## config.mk

```make
export PLATFORM = sky130hd
export DESIGN_NAME = shift_sequencer
export DESIGN_NICKNAME = d
export VERILOG_FILES = /design/src/rtl/shift_sequencer.sv
export SDC_FILE = /design/constraint.sdc
export NUM_CORES = 1
export LEC_CHECK = 0
export BUFFER_PORTS_ARGS = -buffer_cell sky130_fd_sc_hd__buf_2
export CAP_MARGIN = 20
export CORE_UTILIZATION = 35
export DETAILED_ROUTE_END_ITERATION = 10
export SLEW_MARGIN = 40
export SYNTH_ARGS = -nofsm -noshare
export SYNTH_HDL_FRONTEND = slang
export SYNTH_SLANG_ARGS = --single-unit
```

## constraint.sdc

```tcl
create_clock -name c -period 1.7 [get_ports c]
set_input_delay 0.085 -clock c [delete_from_list [all_inputs] [get_ports c]]
set_output_delay 0.085 -clock c [all_outputs]
set_load 0.02 [all_outputs]
```

## src/rtl/shift_sequencer.sv

```systemverilog
// shift_sequencer
//   Command front-end for an 8-bit universal shift register. It accepts one command
//   per valid/ready handshake and drives the register's d/i/l/r inputs for as many
//   cycles as the command needs. It pulses done in the cycle where q holds the result.
//
//   Register mode {l,r}: 00 hold, 01 shift right (i -> msb), 10 shift left (i -> lsb),
//   11 load d.
//
// Ports
//   c          clock, rising edge
//   rst        synchronous active-high reset
//   cmd_valid  command present
//   cmd_ready  command accepted this cycle if cmd_valid (IDLE and not in reset)
//   cmd_op     000 NOP, 001 LOAD, 010 SHL, 011 SHR, 100 ROL, 101 ROR, 110 ASR, 111 CLEAR
//   cmd_cnt    shift count, 0 encodes WIDTH; ignored for NOP/LOAD/CLEAR
//   cmd_data   LOAD operand
//   q_in       register q, fed back for rotate / arithmetic shift fill
//   reg_d      register d
//   reg_i      register serial fill bit
//   reg_l      register l
//   reg_r      register r
//   busy       high in EXEC and DONE
//   done       one-cycle pulse with the final result on q_in
module shift_sequencer #(
  parameter int WIDTH = 8
) (
  input  logic                     c,
  input  logic                     rst,
  input  logic                     cmd_valid,
  output logic                     cmd_ready,
  input  logic [2:0]               cmd_op,
  input  logic [$clog2(WIDTH)-1:0] cmd_cnt,
  input  logic [WIDTH-1:0]         cmd_data,
  input  logic [WIDTH-1:0]         q_in,
  output logic [WIDTH-1:0]         reg_d,
  output logic                     reg_i,
  output logic                     reg_l,
  output logic                     reg_r,
  output logic                     busy,
  output logic                     done
);

  localparam int CNTW = $clog2(WIDTH) + 1;  // must hold WIDTH itself

  typedef enum logic [1:0] {IDLE, EXEC, DONE} state_e;

  typedef enum logic [2:0] {
    OP_NOP   = 3'b000,
    OP_LOAD  = 3'b001,
    OP_SHL   = 3'b010,
    OP_SHR   = 3'b011,
    OP_ROL   = 3'b100,
    OP_ROR   = 3'b101,
    OP_ASR   = 3'b110,
    OP_CLEAR = 3'b111
  } op_e;

  state_e           r_state;
  op_e              r_op;
  logic [CNTW-1:0]  r_cnt;
  logic [WIDTH-1:0] r_d;
  logic             r_l;
  logic             r_r;
  logic             r_busy;
  logic             r_done;

  logic [CNTW-1:0]  w_cnt_n;
  logic             w_accept;

  assign cmd_ready = (r_state == IDLE) && !rst;
  assign w_accept  = cmd_valid && cmd_ready;
  // A count field of zero means a full-width shift.
  assign w_cnt_n   = (cmd_cnt == '0) ? CNTW'(WIDTH) : {1'b0, cmd_cnt};

  always_ff @(posedge c) begin
    if (rst) begin
      r_state <= IDLE;
      r_op    <= OP_NOP;
      r_cnt   <= '0;
      r_d     <= '0;
      r_l     <= 1'b0;
      r_r     <= 1'b0;
      r_busy  <= 1'b0;
      r_done  <= 1'b0;
    end else begin
      case (r_state)
        IDLE: begin
          r_done <= 1'b0;
          if (w_accept) begin
            r_op   <= op_e'(cmd_op);
            r_busy <= 1'b1;
            r_d    <= '0;
            case (op_e'(cmd_op))
              OP_NOP: begin
                // Nothing to drive: go straight to the done pulse.
                r_state <= DONE;
                r_done  <= 1'b1;
              end
              OP_LOAD: begin
                r_state <= EXEC;
                r_cnt   <= CNTW'(1);
                r_d     <= cmd_data;
                {r_l, r_r} <= 2'b11;
              end
              OP_CLEAR: begin
                r_state <= EXEC;
                r_cnt   <= CNTW'(1);
                {r_l, r_r} <= 2'b11;
              end
              OP_SHL, OP_ROL: begin
                r_state <= EXEC;
                r_cnt   <= w_cnt_n;
                {r_l, r_r} <= 2'b10;
              end
              default: begin  // SHR, ROR, ASR
                r_state <= EXEC;
                r_cnt   <= w_cnt_n;
                {r_l, r_r} <= 2'b01;
              end
            endcase
          end
        end
        EXEC: begin
          // The register acts on every edge leaving an EXEC cycle, so the
          // edge where the count reaches 1 is the last active one.
          if (r_cnt == CNTW'(1)) begin
            r_state    <= DONE;
            r_done     <= 1'b1;
            {r_l, r_r} <= 2'b00;
          end else begin
            r_cnt <= r_cnt - CNTW'(1);
          end
        end
        DONE: begin
          r_state <= IDLE;
          r_busy  <= 1'b0;
          r_done  <= 1'b0;
        end
        default: begin
          r_state    <= IDLE;
          r_busy     <= 1'b0;
          r_done     <= 1'b0;
          {r_l, r_r} <= 2'b00;
        end
      endcase
    end
  end

  // Fill bit follows live q so every step of a multi-cycle rotate or ASR
  // uses the current edge bit.
  always_comb begin
    reg_i = 1'b0;
    case (r_op)
      OP_ROL, OP_ASR: reg_i = q_in[WIDTH-1];
      OP_ROR:         reg_i = q_in[0];
      default:        reg_i = 1'b0;
    endcase
  end

  assign reg_d = r_d;
  assign reg_l = r_l;
  assign reg_r = r_r;
  assign busy  = r_busy;
  assign done  = r_done;

endmodule

```

==> results by stage <==
Setup path:
- The startpoint identified for the worst register-to-register timing path is r_state[1].
- The slowest stage cell on the critical path is sky130_fd_sc_hd__or4b_4.
- The number of gates on the worst path with buffers counted is 5.
- STA classifies the critical path endpoint as a flip-flop.
- Walking the worst path, the cells encountered are or4b_4 > nor4b_4 > buf_4 > a22oi_1 > nor2_1.
- Along the worst path, the maximum fanout reaches 8.
- The endpoint of the worst register-to-register path is reg_d[1].
- STA puts the critical path data required time at 1950 ps.
- In this design, the stage delay of the slowest critical-path cell is 580 ps.
- The most critical setup path has its endpoint at reg_d[1].
- The beginning of the critical path is r_state[1].
- The number of buffers and inverters on the critical path is 1.
- STA classifies the critical path startpoint as a flip-flop.
- The kind of cell with the highest combined delay along the critical path is simple AND/OR/NAND/NOR gates.
- The data arrival at the endpoint of the critical path is 1820 ps.
- The critical path is of the flip-flop to flip-flop type.
- The cell count of the worst reg-to-reg path is 5.
- The setup check on the worst reg-to-reg path leaves a slack of 130 ps.

CTS:
- For this design, the sink count on the clock tree is 21.
- The number of H-tree branching levels is 1.
- The clock tree root driver cell is sky130_fd_sc_hd__clkbuf_4.
- At the later pin of the worst-skew pair, clock insertion delay measures 300 ps.
- For this design, the CTS-stage hold fixing added 0 buffers.
- The number of clock buffers inserted by TritonCTS is 3.
- The TritonCTS clock tree is built.
- The maximum count of clock buffers along a single path is 2.
- The clock input transition at the sequential cells of the worst setup and hold paths is 120 ps.

Routing:
- The number of antenna-violating nets in the routed design is 0.
- The initial DRC count is 22.
- Before antenna repair, the detailed router went through 5 iterations.
- The via count normalized by instance count is 5.055.
- The number of design rule violations left after detail routing is 0.
- The average wire per standard cell is 11.69 um.
- The final routed wirelength across all metal layers is 2.115 mm.
- The final route contains 915 vias.

Finish:
- Of the cells placed in the final design, the portion with a size suffix greater than 1 is 0.3510.
- For this run, the share of the core covered by cells in the final layout is 0.4960.
- The area growth from synthesis to layout is 31.93%.
- The diode insertion count for antenna repair is 0.
- After routing the design area is 1251 um2.
- The final net count is 179.
- After the flow finishes, the layout carries non-filler instances totaling 181.

Global route:
- The initial antenna violation count was 0.
- The via count of the first global-routing pass is 815.
- The overall fraction of global-route tracks in use is 0.1584.
- Entering global routing, the biggest net connects 20 pins.
- The first global-routing pass estimated 3.374 mm of wire.
- The total grt overflow is 0.

Timing:
- The setup clock skew after layout is 1.053 ps.
- In the final timing run, aggregate negative setup slack is 0 ps.
- Timing would allow up to 637.2 MHz.
- The worst max-slew margin expressed relative to the limit is 0.7641.
- On the final layout, the worst hold slack is 11.12 ps.
- The final-report max-slew violation count is 0.
- The post-route clock period utilization is 0.9232.
- The measured slew at the worst slew-check pin is 351.3 ps.
- The final critical delay including setup and external delays is 1569 ps.
- The count of endpoints failing setup in the final report is 0.
- The count of endpoints failing hold in the final timing report was 0.

Floorplanning:
- The die is 54.06 um wide.
- The I/O pin count is 39.
- The die is 54.06 um tall.
- The core area is 2522 um2.
- The floorplan step defined a die boundary enclosing 2922 um2.
- The initial standard-cell utilization of the core is 0.3760.
- The placement row count is 18.

Place:
- The number of placed cells counting well taps is 176.
- The number of I/O port buffers is 32.
- In this run the cell area measured after placement is 1201 um2.
- At the end of routability-driven placement, the weighted congestion stood at 0.8759.
- The HPWL after detailed placement is 1.632 mm.

Run status:
- The flow ran to the end, and the final reports show no timing, DRC or antenna violations.

Yosys:
- A synthesized cell averages 8.701 um2.
- The async set or reset register ratio after synthesis is 0.
- For this run, the number of Yosys warnings is 0.
- The net count after synthesis is 136.
- After technology mapping, the gate count stands at 109.
- The dominant synthesized flop cell is sky130_fd_sc_hd__dfxtp_1.
- The post-synthesis register bit count is 21.
- The mapped netlist covers 948.4 um2.
- The sequential element share of the synthesized area is 0.4433.
- The number of enable-type register cells in the synthesized netlist is 0.
- Counting distinct cell types in the post-synthesis netlist gives 32.

Min path:
- The path class of the tightest hold or removal check is primary input to flip-flop.

Power:
- For this design the static power due to leakage is 0.5655 nW.
- The power density over the cells is 820.5 nW/um2.
- The worst supply voltage drop on vdd is 0.4328 mV.

Flow run:
- The number of max-capacitance violations reported is 0.
-- worst min path at each step --
stage                            from  endpoint  depth (start not counted)
after global placement    cmd_data[7]  reg_d[7]                          3
after floorplan             cmd_op[1]   r_op[1]                          2
after CTS                 cmd_data[0]  reg_d[0]                          3
after detailed placement  cmd_data[3]  reg_d[3]                          3
after global routing      cmd_data[2]  reg_d[2]                          3
final                     cmd_data[3]  reg_d[3]                          3
-- repair_timing --
action	4_1_cts	5_1_grt
endpoints found under the hold margin	0	0
resized for setup	0	3
pin swaps	1	0
setup endpoints to repair	8	12
setup buffers	1	0
-- cell usage in the layout, fill, tap and decap left out, drive strengths merged --
cell	netlist	final
inv	3	3
nor4	1	1
a31oi	2	2
nor3	6	6
a2bb2oi	1	1
mux2i	2	2
nand3b	1	1
a21oi	4	4
nor2	17	17
or3	2	2
a211oi	1	1
nor3b	2	2
clkinv	0	1
o22ai	1	1
buf	0	43
or4b	1	1
a21o	1	1
a21boi	1	1
nor4b	2	2
dfxtp	21	21
and2	1	1
nand2	12	12
xnor2	1	1
a31o	1	1
a311oi	2	2
clkbuf	5	3
ha	2	2
o211ai	1	1
nand2b	3	3
a32o	1	1
a22oi	8	8
o21ai	3	3
-- layer usage --
layer / routed length [um] / up-vias / share of wire / global-route usage
li1: - / 474 / - / -
met1: 1006 / 428 / 0.48 / 0.2105
met2: 1031 / 11 / 0.49 / 0.2593
met3: 64 / 2 / 0.030 / 0.02542
met4: 12 / 0 / 0.0057 / 0.05128
met5: 0 / - / 0 / 0
-- synth_stat cells (2+ instances only) --
cell / instances / area share
sky130_fd_sc_hd__nand2_1: 12 / 0.047
sky130_fd_sc_hd__mux2i_1: 2 / 0.021
sky130_fd_sc_hd__a311oi_1: 2 / 0.018
sky130_fd_sc_hd__or3_1: 2 / 0.013
sky130_fd_sc_hd__a22oi_1: 8 / 0.063
sky130_fd_sc_hd__nor3b_1: 2 / 0.016
sky130_fd_sc_hd__clkbuf_1: 4 / 0.016
sky130_fd_sc_hd__o21ai_0: 3 / 0.016
sky130_fd_sc_hd__nor2_1: 17 / 0.067
sky130_fd_sc_hd__a21oi_1: 4 / 0.021
sky130_fd_sc_hd__a31oi_1: 2 / 0.013
sky130_fd_sc_hd__inv_1: 3 / 0.012
sky130_fd_sc_hd__nand2b_1: 3 / 0.020
sky130_fd_sc_hd__dfxtp_1: 21 / 0.44
sky130_fd_sc_hd__ha_1: 2 / 0.026
sky130_fd_sc_hd__nor3_1: 6 / 0.032
-- final cells by class --
| type | instances | area, um2 |
|---|---|---|
| clock buffers | 3 | 22.52 |
| clock inverters | 1 | 5.005 |
| fillers | 264 | 1271 |
| inverters | 3 | 11.26 |
| multi-input cells | 80 | 511.7 |
| flip-flops and latches | 21 | 420.4 |
| well taps | 30 | 37.54 |
| repair buffers | 43 | 242.7 |
-- worst min-delay path, stage by stage --
cell and delay (ps):
sky130_fd_sc_hd__buf_2 80, sky130_fd_sc_hd__a22oi_1 50, sky130_fd_sc_hd__nor2_1 70
-- report_power, final --
| part | internal, W | switching [W] |
|---|---|---|
| combinational | 0.000112 | 0.000131 |
| clock | 0.0000876 | 0.000155 |
| sequential | 0.000521 | 0.0000198 |
| total | 0.000721 | 0.000306 |
-- cell families after synthesis --
kind of cell / Yosys count / share of synthesized area
simple gates: 48 / 0.2678
compound gates: 27 / 0.1992
flops: 21 / 0.4433
buf+inv: 8 / 0.03297
mux: 2 / 0.02111
fa+ha+maj: 2 / 0.02638
xor+xnor: 1 / 0.009237
-- sequential cells by signal, indices dropped and copies added, names as in the netlist --
signal	flops
r_cnt	4
reg_d	8
done	1
reg_l	1
r_state	2
busy	1
r_op	3
reg_r	1
-- metrics by stage --
stage | total power [W] | setup slack (ps)
6_report | 0.001027 | 130.5
5_1_grt | 0.001078 | -1.702
4_1_cts | 0.001033 | 45.11
3_5_place_dp | 0.0007874 | -9.572
3_3_place_gp | 0.0007843 | 17.03
2_1_floorplan | 0.0006904 | 80.75
(Power assumes the default switching activity.)
